--- config.mk ---
export PLATFORM = sky130hd
export DESIGN_NAME = bbox_scanner
export DESIGN_NICKNAME = d
export VERILOG_FILES = /design/src/rtl/raster_pkg.sv /design/src/rtl/bbox_clip.sv /design/src/rtl/bbox_scanner.sv
export SDC_FILE = /design/constraint.sdc
export NUM_CORES = 1
export LEC_CHECK = 0
export BUFFER_PORTS_ARGS = -buffer_cell sky130_fd_sc_hd__buf_2
export CAP_MARGIN = 20
export CORE_ASPECT_RATIO = 0.6
export CORE_MARGIN = 4
export CORE_UTILIZATION = 40
export CTS_CLUSTER_DIAMETER = 100
export DETAILED_ROUTE_END_ITERATION = 8
export PLACE_DENSITY_LB_ADDON = 0.05
export SLEW_MARGIN = 15
export SYNTH_ARGS = -nofsm -noshare
export SYNTH_HDL_FRONTEND = slang
export SYNTH_SLANG_ARGS = --single-unit
--- constraint.sdc ---
create_clock -name clk -period 6.3 [get_ports clk]
set_input_delay 0.315 -clock clk [delete_from_list [all_inputs] [get_ports clk]]
set_output_delay 0.315 -clock clk [all_outputs]
set_load 0.05 [all_outputs]
--- src/rtl/raster_pkg.sv ---
// Shared types and constants for the raster walker.
// The scanner works on the integer pixel part of the 10.6 coordinates and
// re-attaches a pixel-centre fraction on the way out.
package raster_pkg;

  localparam int COORD_W = 16;
  localparam int FRAC_W  = 6;
  localparam int INT_W   = COORD_W - FRAC_W;

  // Fraction that places a coordinate at the centre of its pixel (0.5)
  localparam logic [FRAC_W-1:0] PIX_CENTER = 6'b100000;

  // Default screen resolution in pixels
  localparam int SCREEN_W = 640;
  localparam int SCREEN_H = 480;

  typedef enum logic [1:0] {
    IDLE,
    CLIP,
    SCAN
  } scan_state_t;

endpackage

--- src/rtl/bbox_clip.sv ---
// Clips an integer-pixel bounding box against the last valid screen column
// and row, and flags boxes that cover no on-screen pixel.
// The bounds are unsigned, so only the upper edges ever need clamping.
module bbox_clip
  import raster_pkg::*;
(
  input  logic [INT_W-1:0] xmin,
  input  logic [INT_W-1:0] xmax,
  input  logic [INT_W-1:0] ymin,
  input  logic [INT_W-1:0] ymax,
  input  logic [INT_W-1:0] xlim,
  input  logic [INT_W-1:0] ylim,
  output logic [INT_W-1:0] cxmin,
  output logic [INT_W-1:0] cxmax,
  output logic [INT_W-1:0] cymin,
  output logic [INT_W-1:0] cymax,
  output logic             empty
);

  // Clamp the upper bounds and decide whether anything is left to walk.
  // xlim/ylim are inclusive (SCREEN_W-1, SCREEN_H-1), so a start coordinate
  // past them is the same as starting at or beyond the screen size.
  always_comb begin
    cxmin = xmin;
    cymin = ymin;
    cxmax = (xmax > xlim) ? xlim : xmax;
    cymax = (ymax > ylim) ? ylim : ymax;
    empty = (xmin > cxmax) || (ymin > cymax) ||
            (xmin > xlim)  || (ymin > ylim);
  end

endmodule

--- src/rtl/bbox_scanner.sv ---
// Raster walker: accepts one bounding box, clips it to the screen and streams
// every covered pixel centre in raster order (x fastest) over valid/ready.
// Pixel outputs are driven straight from the cursor registers, so they stay
// put while the consumer stalls and there is no path from pix_ready to
// bbox_ready.
module bbox_scanner #(
  parameter int COORD_W  = raster_pkg::COORD_W,
  parameter int FRAC_W   = raster_pkg::FRAC_W,
  parameter int SCREEN_W = raster_pkg::SCREEN_W,
  parameter int SCREEN_H = raster_pkg::SCREEN_H
) (
  input  logic               clk,
  input  logic               rst,
  input  logic               bbox_valid,
  output logic               bbox_ready,
  input  logic [COORD_W-1:0] xmin,
  input  logic [COORD_W-1:0] xmax,
  input  logic [COORD_W-1:0] ymin,
  input  logic [COORD_W-1:0] ymax,
  output logic               pix_valid,
  input  logic               pix_ready,
  output logic [COORD_W-1:0] pix_x,
  output logic [COORD_W-1:0] pix_y,
  output logic               pix_last,
  output logic               done
);

  import raster_pkg::*;

  localparam int INT_BITS = COORD_W - FRAC_W;
  localparam logic [INT_BITS-1:0] X_LAST = INT_BITS'(SCREEN_W - 1);
  localparam logic [INT_BITS-1:0] Y_LAST = INT_BITS'(SCREEN_H - 1);

  scan_state_t state, state_nxt;

  // Integer bounds captured at accept time (fraction truncated = floor)
  logic [INT_BITS-1:0] bx_min, bx_max, by_min, by_max;

  // Clipped walk limits and the raster cursor
  logic [INT_BITS-1:0] cx_min, cx_max, cy_max;
  logic [INT_BITS-1:0] cx, cy;

  logic                done_q;
  logic                bbox_accept;
  logic                pix_fire;
  logic                at_last;

  logic [INT_BITS-1:0] clip_xmin, clip_xmax, clip_ymin, clip_ymax;
  logic                clip_empty;

  // Fraction bits of the incoming bounds are deliberately dropped
  logic                unused_frac;
  assign unused_frac = ^{xmin[FRAC_W-1:0], xmax[FRAC_W-1:0],
                         ymin[FRAC_W-1:0], ymax[FRAC_W-1:0]};

  bbox_clip u_clip (
    .xmin  (bx_min),
    .xmax  (bx_max),
    .ymin  (by_min),
    .ymax  (by_max),
    .xlim  (X_LAST),
    .ylim  (Y_LAST),
    .cxmin (clip_xmin),
    .cxmax (clip_xmax),
    .cymin (clip_ymin),
    .cymax (clip_ymax),
    .empty (clip_empty)
  );

  assign at_last = (cx == cx_max) && (cy == cy_max);
  assign done    = done_q;

  // State register; reset abandons whatever box was in flight.
  always_ff @(posedge clk) begin
    if (rst) begin
      state <= IDLE;
    end else begin
      state <= state_nxt;
    end
  end

  // Next-state decode and stream outputs, all derived from the current state
  // and cursor. bbox_ready is masked while reset is held so no box can be
  // offered into a scanner that is being cleared.
  always_comb begin
    state_nxt   = state;
    bbox_ready  = 1'b0;
    bbox_accept = 1'b0;
    pix_valid   = 1'b0;
    pix_last    = 1'b0;
    pix_x       = '0;
    pix_y       = '0;
    pix_fire    = 1'b0;

    case (state)
      IDLE: begin
        bbox_ready  = !rst;
        bbox_accept = bbox_valid && !rst;
        if (bbox_accept) begin
          state_nxt = CLIP;
        end
      end

      CLIP: begin
        state_nxt = clip_empty ? IDLE : SCAN;
      end

      SCAN: begin
        pix_valid = 1'b1;
        pix_last  = at_last;
        pix_x     = {cx, PIX_CENTER};
        pix_y     = {cy, PIX_CENTER};
        pix_fire  = pix_ready;
        if (pix_ready && at_last) begin
          state_nxt = IDLE;
        end
      end

      default: begin
        state_nxt = IDLE;
      end
    endcase
  end

  // Bound capture, cursor walk and the done pulse. done is raised on exactly
  // the transitions back to IDLE (empty clip or last pixel taken), so it can
  // never overlap a valid pixel.
  always_ff @(posedge clk) begin
    if (rst) begin
      bx_min <= '0;
      bx_max <= '0;
      by_min <= '0;
      by_max <= '0;
      cx_min <= '0;
      cx_max <= '0;
      cy_max <= '0;
      cx     <= '0;
      cy     <= '0;
      done_q <= 1'b0;
    end else begin
      done_q <= 1'b0;

      if (bbox_accept) begin
        bx_min <= xmin[COORD_W-1:FRAC_W];
        bx_max <= xmax[COORD_W-1:FRAC_W];
        by_min <= ymin[COORD_W-1:FRAC_W];
        by_max <= ymax[COORD_W-1:FRAC_W];
      end

      if (state == CLIP) begin
        cx_min <= clip_xmin;
        cx_max <= clip_xmax;
        cy_max <= clip_ymax;
        cx     <= clip_xmin;
        cy     <= clip_ymin;
        if (clip_empty) begin
          done_q <= 1'b1;
        end
      end

      if (pix_fire) begin
        if (cx < cx_max) begin
          cx <= cx + INT_BITS'(1);
        end else begin
          cx <= cx_min;
          cy <= cy + INT_BITS'(1);
        end
        if (at_last) begin
          done_q <= 1'b1;
        end
      end
    end
  end

endmodule

==> results.toml <==
[worst_hold_path]
hp-class = "in2reg"
min_from = "xmax[13]"
min_to = "bx_max[7]"
min_path_cells = 3

[cts]
root_buffer = "clkbuf_16"
cts_sinks = 93
clock_path_buffers = 2
cts-hold-fix-buffers = 0
cts_setup_buffers = 0
insertion_delay_ns = 0.34
cts_resized = 0
cts_tree = "done"
cts_max_level = 3
numCtsBuffers = 9
clk_pin_slew_worst_paths_ns = 0.07

[placed_design]
place_congestion = 0.815
hpwl_microns = 9950
dpl_cell_area_sq_mm = 0.00532
io_buffer_count = 69

[layout]
drive_gt1_share_pct = 14.5
area.sequential_sq_mm = 0.00186
multiInputGateArea_sq_mm = 0.00278
finish.instance_area_sq_mm = 0.00568
final.fill_count = 1238
num_antenna_cells = 0
area_growth_pct = 15.2
final_nets = 767
fin_util_pct = 47.1

[drt]
num_vias = 4371
avgViaCountPerCell = 5.23
drtAntennaViolNets = 0
dr.pass1.iters = 4
routed_wl_microns = 13500
drc_errors = 0
detail_route.wl_per_cell_microns = 16.2
drt_iter0_drc = 269

[critical_path]
ff2ff_setup_slack_ns = 3.40
reg2reg_depth = 9
critPathCaptureType = "flop"
worstPathMaxFanout = 7
startpoint = "bx_max[9]"
cp_num_buf_inv = 1
cp.required_ns = 6.53
crit_type = "reg2reg"
slowest_stage = "a2111oi_0"
path_cells = "inv_1 > nor2_1 > nor2_1 > ha_1 > a21oi_1 > o21ai_0 > a2111oi_0 > o21ai_0 > o211a_1"
start_kind = "flop"
reg2reg_from = "bx_max[9]"
crit_arrival_ns = 3.13
cp_slowest_stage_delay_ns = 0.70
rr_endpoint = "done"
path_delay_family = "compound AO/OA/AOI/OAI gates"

[yosys]
yosysSeqAreaShare_pct = 37.8
yosys-top-cells-area = "dfxtp_1, nand2_1, ha_1"
ys_seq_elements = 93
synth_top_family_by_area = "simple AND/OR/NAND/NOR gates"
synth_compound_area_share_pct = 17.9
synth_flop_cell = "dfxtp_1"
ys_types = 47
synth_top_area_cell = "dfxtp_1"
yosysWarnings = 0
synthMuxAreaShare_pct = 2.23
syn-instance-count = 620
synth-adder-area-share_pct = 8.12
async_flop_share_pct = 0
synth_xor_area_share_pct = 3.55
synth.most_common_cell = "nand2_1"
synth_top_area_share_pct = 37.8
synth_edf_count = 0
netlist_top_cells_count = "nand2_1, dfxtp_1, a21oi_1"
syn_avg_cell_area_sq_um = 7.95
synth_area_sq_mm = 0.00493
yosys.area_share.simple_pct = 23.7

[global_route]
track_usage_pct = 19.7
grt_max_degree = 92
antenna_found_initial = 0
grt_pass1_vias = 3870
overflow = 0
grt_pass1_wl_microns = 21600

[pwr]
total_power_mw = 1.66
cellPowerDensity_mw_per_mm2 = 293
p_leak_nw = 2.33
ir_worst_vdd_mv = 0.145

[floorplanning]
die_w_microns = 151
io_pins = 104
die_y_microns = 94.0
core_area_sq_mm = 0.0121
start_util_pct = 40.9
dieArea_sq_mm = 0.0142
fp-row-count = 31

[status]
outcome = "finished clean"

[sta]
drv_slew = 0
finalCritPeriodShare_pct = 46.1
setup_tns_ns = 0
finalHoldViolations = 0
max_clock_freq_ghz = 0.344
clock_skew_ns = 0.00829
setup_viol_count_final = 0
slew_headroom_pct = 36.0
fin_crit_ns = 2.90
whs_ns = 0.204
worstMarginPinSlew_ns = 0.936
rsz0062_at_grt = "no"

[flow_run]
cap_viol_max_count = 0
## cells by family (layout without fill, tap and decap cells)
kind of cell,count (synthesis),count (layout)
other cells,2,11
fa+ha+maj,32,32
simple gates,256,256
compound gates,138,138
flops,93,93
buf+inv,68,110
xor+xnor,20,20
mux,11,11
## worst register-to-register path, cell delays in order, from the launching register on
cell and delay [ns]:
dfxtp_1 0.36, inv_1 0.11, nor2_1 0.33, nor2_1 0.15, ha_1 0.33, a21oi_1 0.14, o21ai_0 0.10, a2111oi_0 0.70
o21ai_0 0.27, o211a_1 0.30
## layout by cell type, fill, tap and decap left out, types with 2 or more instances in the layout
master,instances
a2111oi_0,2
a211oi_1,17
a211oi_2,2
a21boi_0,6
a21oi_1,64
a221oi_1,4
a31oi_1,9
and2_1,21
and3_1,3
and4_1,5
buf_2,69
buf_4,6
bufinv_16,4
clkbuf_16,9
conb_1,11
dfxtp_1,93
ha_1,32
inv_1,20
mux2i_1,11
nand2_1,134
nand2b_1,5
nand3_1,9
nand4_1,10
nor2_1,42
nor3_1,8
nor4_1,4
o211ai_1,4
o21ai_0,10
o22ai_1,8
o311ai_0,5
or2_2,2
or3_1,4
or4_1,5
xnor2_1,6
xor2_1,14
## area by class of cell
| type | instances | area share (%) |
|---|---|---|
| repair buffers | 75 | 6.88 |
| flip-flops and latches | 93 | 32.8 |
| inverters | 20 | 1.32 |
| clock buffers | 9 | 3.97 |
| multi-input cells | 468 | 49.0 |
| well taps | 165 | 3.64 |
| clock inverters | 6 | 2.40 |
## metal layers
metal  global-route usage, %  wire, microns
met5                       0              0
met2                    23.6           4820
met3                    4.34            927
met1                    33.6           7660
met4                    4.15            107
## report_power, final
group / total, mW / internal [mW] / switching [mW]
clock network: 0.662 / 0.427 / 0.235
logic: 0.344 / 0.120 / 0.224
registers: 0.656 / 0.621 / 0.0346
total: 1.66 / 1.17 / 0.494
## state kept, by name, indices dropped and copies added (netlist names)
name / cells
by_min: 10
cy_max: 10
bx_max: 10
cy: 10
done: 1
cx: 10
by_max: 10
bx_min: 10
state: 2
cx_min: 10
cx_max: 10
## worst max path at each step
stage           endpoint  slack, ns  depth (start not counted)
2_1_floorplan   pix_last       3.72                          6
3_3_place_gp   bx_max[9]       3.36                          9
3_5_place_dp   bx_min[8]       3.33                          9
4_1_cts             done       3.33                          9
5_1_grt             done       3.06                          9
6_report            done       3.40                          9
## per-stage QoR
stage               cells  setup WS [ns]
global placement      821           3.36
finish                836           3.40
global route          836           3.06
floorplan             629           3.72
detailed placement    821           3.33
CTS                   836           3.33
No activity file was read; power rests on OpenSTA's default activity.
